File: src/rtl/bcd_display_driver.sv
// Captures an unsigned result, converts it to BCD with a double-dabble FSM, and scans it
// onto an active-low multiplexed 7-segment display with leading-zero blanking.
module bcd_display_driver #(
    parameter int unsigned WIDTH       = 6,
    parameter int unsigned NDIG        = 4,
    parameter int unsigned REFRESH_DIV = 50000
) (
    input  logic             clk,
    input  logic             reset,
    input  logic             load,
    input  logic [WIDTH-1:0] value,
    output logic             busy,
    output logic [NDIG-1:0]  an,
    output logic [6:0]       sseg
);

    localparam int unsigned CW = $clog2(WIDTH + 1);
    localparam int unsigned RW = $clog2(REFRESH_DIV);
    localparam int unsigned IW = (NDIG > 1) ? $clog2(NDIG) : 1;
    localparam int unsigned BW = 4 * NDIG;

    typedef enum logic [1:0] {StIdle, StAdj, StShift, StDone} state_e;

    state_e           state_q;
    logic [WIDTH-1:0] sr_q;
    logic [BW-1:0]    bcd_q;
    logic [BW-1:0]    disp_q;
    logic [BW-1:0]    bcd_adj;
    logic [CW-1:0]    cnt_q;
    logic [RW-1:0]    ref_q;
    logic [IW-1:0]    idx_q;
    logic [3:0]       sel_nib;
    logic             sel_blank;

    function automatic logic [6:0] seg7(input logic [3:0] n);
        case (n)
            4'd0:    return 7'b1000000;
            4'd1:    return 7'b1111001;
            4'd2:    return 7'b0100100;
            4'd3:    return 7'b0110000;
            4'd4:    return 7'b0011001;
            4'd5:    return 7'b0010010;
            4'd6:    return 7'b0000010;
            4'd7:    return 7'b1111000;
            4'd8:    return 7'b0000000;
            4'd9:    return 7'b0010000;
            default: return 7'b1111111;
        endcase
    endfunction

    // Add-3 correction: each nibble stays within 4 bits, no carry between nibbles.
    always_comb begin
        bcd_adj = bcd_q;
        for (int k = 0; k < NDIG; k++) begin
            if (bcd_q[4*k +: 4] >= 4'd5) begin
                bcd_adj[4*k +: 4] = bcd_q[4*k +: 4] + 4'd3;
            end
        end
    end

    // A digit above position 0 is blank when it and every more significant nibble are zero.
    always_comb begin
        sel_nib   = disp_q[{idx_q, 2'b00} +: 4];
        sel_blank = (idx_q != '0) && ((disp_q >> {idx_q, 2'b00}) == '0);
    end

    always_ff @(posedge clk) begin
        if (!reset) begin
            state_q <= StIdle;
            sr_q    <= '0;
            bcd_q   <= '0;
            disp_q  <= '0;
            cnt_q   <= '0;
            busy    <= 1'b0;
        end else begin
            unique case (state_q)
                StIdle: begin
                    if (load) begin
                        sr_q    <= value;
                        bcd_q   <= '0;
                        cnt_q   <= CW'(WIDTH);
                        busy    <= 1'b1;
                        state_q <= StAdj;
                    end
                end
                StAdj: begin
                    bcd_q   <= bcd_adj;
                    state_q <= StShift;
                end
                StShift: begin
                    {bcd_q, sr_q} <= {bcd_q[BW-2:0], sr_q, 1'b0};
                    cnt_q         <= cnt_q - 1'b1;
                    state_q       <= (cnt_q == CW'(1)) ? StDone : StAdj;
                end
                StDone: begin
                    disp_q  <= bcd_q;
                    busy    <= 1'b0;
                    state_q <= StIdle;
                end
                default: state_q <= StIdle;
            endcase
        end
    end

    always_ff @(posedge clk) begin
        if (!reset) begin
            ref_q <= '0;
            idx_q <= '0;
        end else if (ref_q == RW'(REFRESH_DIV - 1)) begin
            ref_q <= '0;
            idx_q <= (idx_q == IW'(NDIG - 1)) ? '0 : idx_q + 1'b1;
        end else begin
            ref_q <= ref_q + 1'b1;
        end
    end

    always_ff @(posedge clk) begin
        if (!reset) begin
            an   <= '1;
            sseg <= 7'h7F;
        end else begin
            an <= '1;
            if (!sel_blank) begin
                an[idx_q] <= 1'b0;
            end
            sseg <= sel_blank ? 7'h7F : seg7(sel_nib);
        end
    end

endmodule
File: config.mk
export PLATFORM = sky130hd
export DESIGN_NAME = bcd_display_driver
export DESIGN_NICKNAME = d
export VERILOG_FILES = /design/src/rtl/bcd_display_driver.sv
export SDC_FILE = /design/constraint.sdc
export NUM_CORES = 1
export LEC_CHECK = 0
export ABC_CLOCK_PERIOD_IN_PS = 5100
export CORE_ASPECT_RATIO = 1.2
export CORE_MARGIN = 8
export CORE_UTILIZATION = 48
export DETAILED_ROUTE_END_ITERATION = 10
export DONT_BUFFER_PORTS = 1
export GPL_TIMING_DRIVEN = 0
export HOLD_SLACK_MARGIN = 0.02
export PLACE_DENSITY = 0.74
export SETUP_SLACK_MARGIN = 0.3
export SYNTH_ARGS = -nofsm -noshare
export SYNTH_HDL_FRONTEND = slang
export SYNTH_SLANG_ARGS = --single-unit
File: constraint.sdc
create_clock -name clk -period 5.1 [get_ports clk]
set_clock_uncertainty 0.05 [all_clocks]
set_input_delay 0.765 -clock clk [delete_from_list [all_inputs] [get_ports clk]]
set_output_delay 0.765 -clock clk [all_outputs]
set_load 0.02 [all_outputs]
==> impl_metrics.env, run 1 <==
export IMPL_cts_resized=0
export IMPL_hold_depth=1
export IMPL_grt_pass1_vias=2977
export IMPL_clk_pin_slew_worst_paths_ns=0.08
export IMPL_dieArea_sq_mm=0.0110
export IMPL_fp_dieW_um=96.9
export IMPL_cp_start_kind="register"
export IMPL_area_growth_pct=9.13
export IMPL_setup_tns_ns=0
export IMPL_worstHoldStart="ref_q[0]$_SDFF_PP0_"
export IMPL_layout_setup_ws_ns=2.57
export IMPL_switchingPower_mw=0.377
export IMPL_fin_crit_sh_pct=49.5
export IMPL_final_cells=532
export IMPL_cts_made_buffers=9
export IMPL_critPathKind="register to register"
export IMPL_synth_area_top_cells="dfxtp_1 (39%), ha_1 (8.3%), mux2i_1 (6.4%)"
export IMPL_r2r_start="idx_q[1]$_SDFFE_PN0N_"
export IMPL_ios=21
export IMPL_postRouteAntennaNets=0
export IMPL_crit_fanout=7
export IMPL_fmax_mhz=396
export IMPL_die_h_um=113
export IMPL_intPower_mw=0.975
export IMPL_status="complete, no violations"
export IMPL_setup_viol=0
export IMPL_synth_edf_count=0
export IMPL_firstDrtPassIters=4
export IMPL_gp_congestion=0.819
export IMPL_power_frac_clock_pct=38.4
export IMPL_power_frac_seq_pct=46.5
export IMPL_arrival_ns=2.75
export IMPL_cts_tree="yes"
export IMPL_synth_top_cell_by_area="dfxtp_1"
export IMPL_drv_cap=0
export IMPL_cts_hold_fix_buffers=0
export IMPL_cts_max_path_buffers=2
export IMPL_period_minus_slack_ns=2.53
export IMPL_synth_seq_cells=73
export IMPL_hp_class="register to register"
export IMPL_antenna_cells=0
export IMPL_wl_per_cell_um=14.4
export IMPL_cts_max_level=3
export IMPL_syn_nets=458
export IMPL_avgSynthCellArea_sq_um=8.89
export IMPL_worstMarginPinSlew_ns=0.538
export IMPL_syn_cell_area_sq_mm=0.00377
export IMPL_cp_startpoint="idx_q[1]$_SDFFE_PN0N_"
export IMPL_rows=35
export IMPL_cts_root_buf="clkbuf_8"
export IMPL_synth_async_reset_ratio_pct=0
export IMPL_synth_top_area_share_pct=38.8
export IMPL_drt_vias_per_instance=5.66
export IMPL_clkSinkCount=73
export IMPL_power_mw=1.35
export IMPL_rsz0062_at_grt="no"
export IMPL_grt_pass1_wl_mm=13.5
export IMPL_final_hold_violation_count=0
export IMPL_place_hpwl_mm=5.50
export IMPL_postLayoutCellArea_sq_mm=0.00411
export IMPL_cellPowerDensity_mw_per_mm2=329
export IMPL_postPlaceCellArea_sq_mm=0.00388
export IMPL_slew_viol_final=0
export IMPL_clk_latency_ns=0.35
export IMPL_final_fill_count=676
export IMPL_cts_setup_buffers=0
export IMPL_syn_inst=424
export IMPL_grt_overflow=0
export IMPL_r2r_slack_ns=2.57
export IMPL_drive_above_1_share_pct=5.91
export IMPL_rr_worst_depth=9
export IMPL_drt_iter0_markers=115
export IMPL_io_buffers=0
export IMPL_grt_usage_pct=14.3
export IMPL_hold_end="ref_q[0]$_SDFF_PP0_"
export IMPL_synth_cell_type_count=40
export IMPL_peakVddDrop_v=0.000210
export IMPL_grt_max_degree=13
export IMPL_nets=469
export IMPL_comb_power_share_pct=15.2
export IMPL_drt_wl_total_mm=7.65
export IMPL_reg2reg_to="sseg[3]$_SDFF_PP1_"
export IMPL_p_sw_share_pct=27.9
export IMPL_max_slew_margin_pct=64.1
export IMPL_initial_core_util_pct=49.2
export IMPL_drc=0
export IMPL_antenna_found_initial=0
export IMPL_ys_flop_type="dfxtp_1"
export IMPL_synth_seq_area_share_pct=38.8
export IMPL_core_sq_mm=0.00766
export IMPL_vias=3013
export IMPL_dpl_worst_slack_ns=2.56
export IMPL_total_leakage_power_nw=1.50
export IMPL_required_ns=5.32
export IMPL_yosys_warnings=0
export IMPL_end_kind="register"
export IMPL_placedCellCount=516
-- kinds of logic (layout without fill, tap and decap cells) --
| family | after synthesis | count (layout) | share of synthesized area (%) |
|---|---|---|---|
| xor+xnor | 18 | 18 | 4.18 |
| fa+ha+maj | 25 | 25 | 8.30 |
| compound gates | 88 | 88 | 14.8 |
| simple gates | 150 | 150 | 20.2 |
| mux | 28 | 28 | 8.77 |
| flops | 73 | 73 | 38.8 |
| buf+inv | 42 | 58 | 4.95 |
-- cell type report --
| class | count | area [sq um] | area share [%] |
|---|---|---|---|
| Multi-Input combinational cell | 309 | 2120 | 51.6 |
| Sequential cell | 73 | 1460 | 35.5 |
| Clock buffer | 12 | 155 | 3.77 |
| Tap cell | 92 | 115 | 2.80 |
| Buffer | 22 | 111 | 2.71 |
| Inverter | 20 | 75.1 | 1.83 |
| Clock inverter | 4 | 73.8 | 1.80 |
-- cell usage in the layout, fill, tap and decap left out, types with 11 or more instances in the layout --
| master | count |
|---|---|
| a21boi_0 | 13 |
| o21ai_0 | 42 |
| ha_1 | 25 |
| nand2b_1 | 12 |
| dfxtp_1 | 73 |
| inv_1 | 20 |
| xor2_1 | 15 |
| nand3_1 | 18 |
| nor2b_1 | 20 |
| nand2_1 | 40 |
| clkbuf_1 | 15 |
| mux2i_1 | 24 |
| clkbuf_8 | 11 |
| nor2_1 | 30 |
-- critical path: stages (launching register included) --
cell,delay [ns]
dfxtp_1,0.35
buf_2,0.21
mux4_2,0.59
inv_1,0.15
ha_1,0.18
nor4b_1,0.25
o21ai_0,0.13
a22o_1,0.26
and2_1,0.20
o21ai_0,0.08
-- metal layers --
| layer | track usage, % | wire (um) | vias to the layer above |
|---|---|---|---|
| met5 | 0 | 0 | - |
| met4 | 6.06 | 104 | 0 |
| met1 | 16.6 | 3260 | 1443 |
| met3 | 3.47 | 351 | 12 |
| met2 | 24.6 | 3930 | 68 |
| li1 | - | - | 1490 |
-- state kept, by name (all words and copies together) (netlist names) --
signal and count:
cnt_q 3, state_q 2, busy 1, ref_q 16, idx_q 2, an 4
sseg 7, sr_q 6, disp_q 16, bcd_q 16
-- worst max-delay path by stage --
stage                                     to  cells after the start
after floorplan           sseg[0]$_SDFF_PP1_                      9
after global placement    sseg[0]$_SDFF_PP1_                      9
after detailed placement  sseg[0]$_SDFF_PP1_                      9
after CTS                 sseg[0]$_SDFF_PP1_                      9
after global routing      sseg[0]$_SDFF_PP1_                      9
final                     sseg[3]$_SDFF_PP1_                      9
-- cell usage after synthesis (all sizes together), types with 2 or more instances --
master	count
and2	8
nand2	40
a21oi	9
clkbuf	14
nor2b	20
a21boi	13
xnor2	3
nor4	3
mux4	4
nand3	18
ha	25
inv	20
nor4b	2
a32oi	4
xor2	15
o21bai	4
buf	8
nand4	7
dfxtp	73
and3	3
nand2b	12
nor2	30
o211a	7
o21ai	42
nand4b	2
mux2i	24
o31ai	4
-- stage by stage --
stage / hold WS, ns / util [%]
2_1_floorplan: 0.376 / -
3_3_place_gp: 0.389 / 50.7
3_5_place_dp: 0.400 / 50.7
4_1_cts: 0.420 / 53.6
5_1_grt: 0.430 / 53.6
6_report: 0.413 / 53.6
-- power by group through the flow --
stage          logic [mW]  clock network (mW)  registers, mW
6_report            0.205               0.519          0.628
5_1_grt             0.230               0.556          0.633
3_3_place_gp        0.195                   0          0.640
3_5_place_dp        0.200                   0          0.641
4_1_cts             0.203               0.530          0.628
2_1_floorplan       0.157                   0          0.634
Power figures use the tool's default switching activity.
==> inputs of run 2 (changes only) <==
--- a/config.mk
+++ b/config.mk
@@ -5,7 +5,7 @@
 export SDC_FILE = /design/constraint.sdc
 export NUM_CORES = 1
 export LEC_CHECK = 0
-export ABC_CLOCK_PERIOD_IN_PS = 5100
+export ABC_CLOCK_PERIOD_IN_PS = 2300
 export CORE_ASPECT_RATIO = 1.2
 export CORE_MARGIN = 8
 export CORE_UTILIZATION = 48
@@ -13,7 +13,7 @@
 export DONT_BUFFER_PORTS = 1
 export GPL_TIMING_DRIVEN = 0
 export HOLD_SLACK_MARGIN = 0.02
-export PLACE_DENSITY = 0.74
+export PLACE_DENSITY = 0.76
 export SETUP_SLACK_MARGIN = 0.3
 export SYNTH_ARGS = -nofsm -noshare
 export SYNTH_HDL_FRONTEND = slang
==> constraint.sdc (replaced) <==
create_clock -name clk -period 2.3 [get_ports clk]
set_clock_uncertainty 0.05 [all_clocks]
set_input_delay 0.345 -clock clk [delete_from_list [all_inputs] [get_ports clk]]
set_output_delay 0.345 -clock clk [all_outputs]
set_load 0.02 [all_outputs]
==> impl_metrics.env, run 2 (synthesized netlist as in run 1, its figures left out) <==
export IMPL_drt_vias_per_instance=5.46
export IMPL_cellPowerDensity_mw_per_mm2=677
export IMPL_total_leakage_power_nw=1.61
export IMPL_dieArea_sq_mm=0.0110
export IMPL_gp_congestion=0.850
export IMPL_cts_root_buf="clkbuf_8"
export IMPL_critPathKind="register to register"
export IMPL_clkSinkCount=73
export IMPL_setup_viol=0
export IMPL_drt_wl_total_mm=7.77
export IMPL_hold_depth=2
export IMPL_antenna_found_initial=0
export IMPL_arrival_ns=2.33
export IMPL_final_hold_violation_count=0
export IMPL_grt_pass1_vias=2881
export IMPL_initial_core_util_pct=49.2
export IMPL_top_regs="bcd_q (16), disp_q (16), ref_q (16)"
export IMPL_layout_common_cells="dfxtp_1 (72), nand2_1 (39), o21ai_0 (38), nor2_1 (29)"
export IMPL_area_growth_pct=13.3
export IMPL_place_hpwl_mm=5.52
export IMPL_die_h_um=113
export IMPL_grt_max_degree=14
export IMPL_layout_setup_ws_ns=0.204
export IMPL_drt_iter0_markers=292
export IMPL_grt_pass1_wl_mm=13.1
export IMPL_fmax_mhz=477
export IMPL_antenna_cells=0
export IMPL_status="complete, no violations"
export IMPL_fp_dieW_um=96.9
export IMPL_postRouteAntennaNets=0
export IMPL_nets=480
export IMPL_wl_per_cell_um=14.3
export IMPL_cp_start_kind="register"
export IMPL_final_fill_count=652
export IMPL_reg2reg_to="sseg[0]$_SDFF_PP1_"
export IMPL_grt_overflow=0
export IMPL_clk_latency_ns=0.34
export IMPL_drive_above_1_share_pct=13.7
export IMPL_peakVddDrop_v=0.000639
export IMPL_final_common_cell="dfxtp_1"
export IMPL_worstHoldStart="value[0]"
export IMPL_grt_usage_pct=14.2
export IMPL_drc=0
export IMPL_cts_hold_fix_buffers=0
export IMPL_rr_worst_depth=9
export IMPL_fin_crit_sh_pct=91.1
export IMPL_placedCellCount=516
export IMPL_cts_made_buffers=9
export IMPL_slew_viol_final=0
export IMPL_slowest_delay_ns=0.54
export IMPL_crit_fanout=5
export IMPL_required_ns=2.53
export IMPL_cts_max_path_buffers=2
export IMPL_critical_path_slowest_cell="mux4_2"
export IMPL_r2r_start="idx_q[1]$_SDFFE_PN0N_"
export IMPL_cts_tree="yes"
export IMPL_io_buffers=0
export IMPL_setup_tns_ns=0
export IMPL_core_sq_mm=0.00766
export IMPL_r2r_slack_ns=0.20
export IMPL_ios=21
export IMPL_dpl_worst_slack_ns=0.0182
export IMPL_period_minus_slack_ns=2.10
export IMPL_hp_class="primary input to register"
export IMPL_cts_max_level=3
export IMPL_firstDrtPassIters=4
export IMPL_worstMarginPinSlew_ns=0.465
export IMPL_max_slew_margin_pct=69.0
export IMPL_cp_num_buf_inv=2
export IMPL_end_kind="register"
export IMPL_vias=2963
export IMPL_rows=35
export IMPL_cp_top_family="multiplexers"
export IMPL_clk_pin_slew_worst_paths_ns=0.08
export IMPL_final_cells=543
export IMPL_crit_chain="buf_6 -> mux4_2 -> inv_2 -> ha_4 -> nor4b_4 -> o21ai_1 -> a22o_2 -> and2_4 -> o21ai_2"
export IMPL_cp_startpoint="idx_q[1]$_SDFFE_PN0N_"
export IMPL_drv_cap=0
export IMPL_hold_end="sr_q[0]$_SDFFE_PN0P_"
export IMPL_rsz0062_at_grt="yes"
-- run 2: cell count changes in the layout (fill, tap and decap cells not counted), sizes merged --
cell / previous run / this run
buf: 8 / 19
bufinv: 2 / 1
clkbuf: 26 / 24
clkinvlp: 0 / 3
-- run 2: cell type report --
cell class | instances | area, sq um | area share, %
plain buffers | 22 | 133 | 3.11
well taps | 92 | 115 | 2.70
clock buffers | 10 | 138 | 3.22
multi-input cells | 309 | 2200 | 51.5
flip-flops and latches | 73 | 1460 | 34.3
repair buffers | 11 | 82.6 | 1.93
clock inverters | 6 | 66.3 | 1.55
inverters | 20 | 75.1 | 1.76
-- run 2: per-stage QoR --
step	power (mW)	util [%]	instance area (sq um)	hold WS, ns
5_1_grt	3.04	55.7	4270	0.136
3_3_place_gp	1.85	51.0	3910	0.390
6_report	2.89	55.7	4270	0.132
4_1_cts	2.89	54.6	4190	0.115
2_1_floorplan	1.76	-	3800	0.376
3_5_place_dp	1.87	51.0	3910	0.404
-- run 2: worst max-delay path by stage --
| stage | slack [ns] | endpoint | cells after the start |
|---|---|---|---|
| floorplan | 0.22 | sseg[0]$_SDFF_PP1_ | 9 |
| global placement | 0.07 | sseg[0]$_SDFF_PP1_ | 9 |
| detailed placement | 0.02 | sseg[0]$_SDFF_PP1_ | 9 |
| CTS | 0.19 | sseg[3]$_SDFF_PP1_ | 9 |
| global route | 0.12 | sseg[3]$_SDFF_PP1_ | 9 |
| finish | 0.20 | sseg[0]$_SDFF_PP1_ | 9 |
-- run 2: power breakdown --
part	switching, mW	leakage, nW	total (mW)	internal (mW)
Clock	0.485	0.0949	1.02	0.532
Combinational	0.294	0.916	0.479	0.184
Sequential	0.0677	0.595	1.39	1.33
Total	0.847	1.61	2.89	2.04
-- run 2: layer usage --
metal	global-route usage [%]	part of all wire, %
met1	15.6	43
met2	25.7	52
met3	3.05	3.8
met4	6.27	1.4
met5	0	0
-- run 2: timing repair --
action | in CTS | in global routing
pin swaps | 2 | 4
buffers inserted | 7 | 4
resized for setup | 7 | 22
endpoints found under the setup margin | 22 | 41
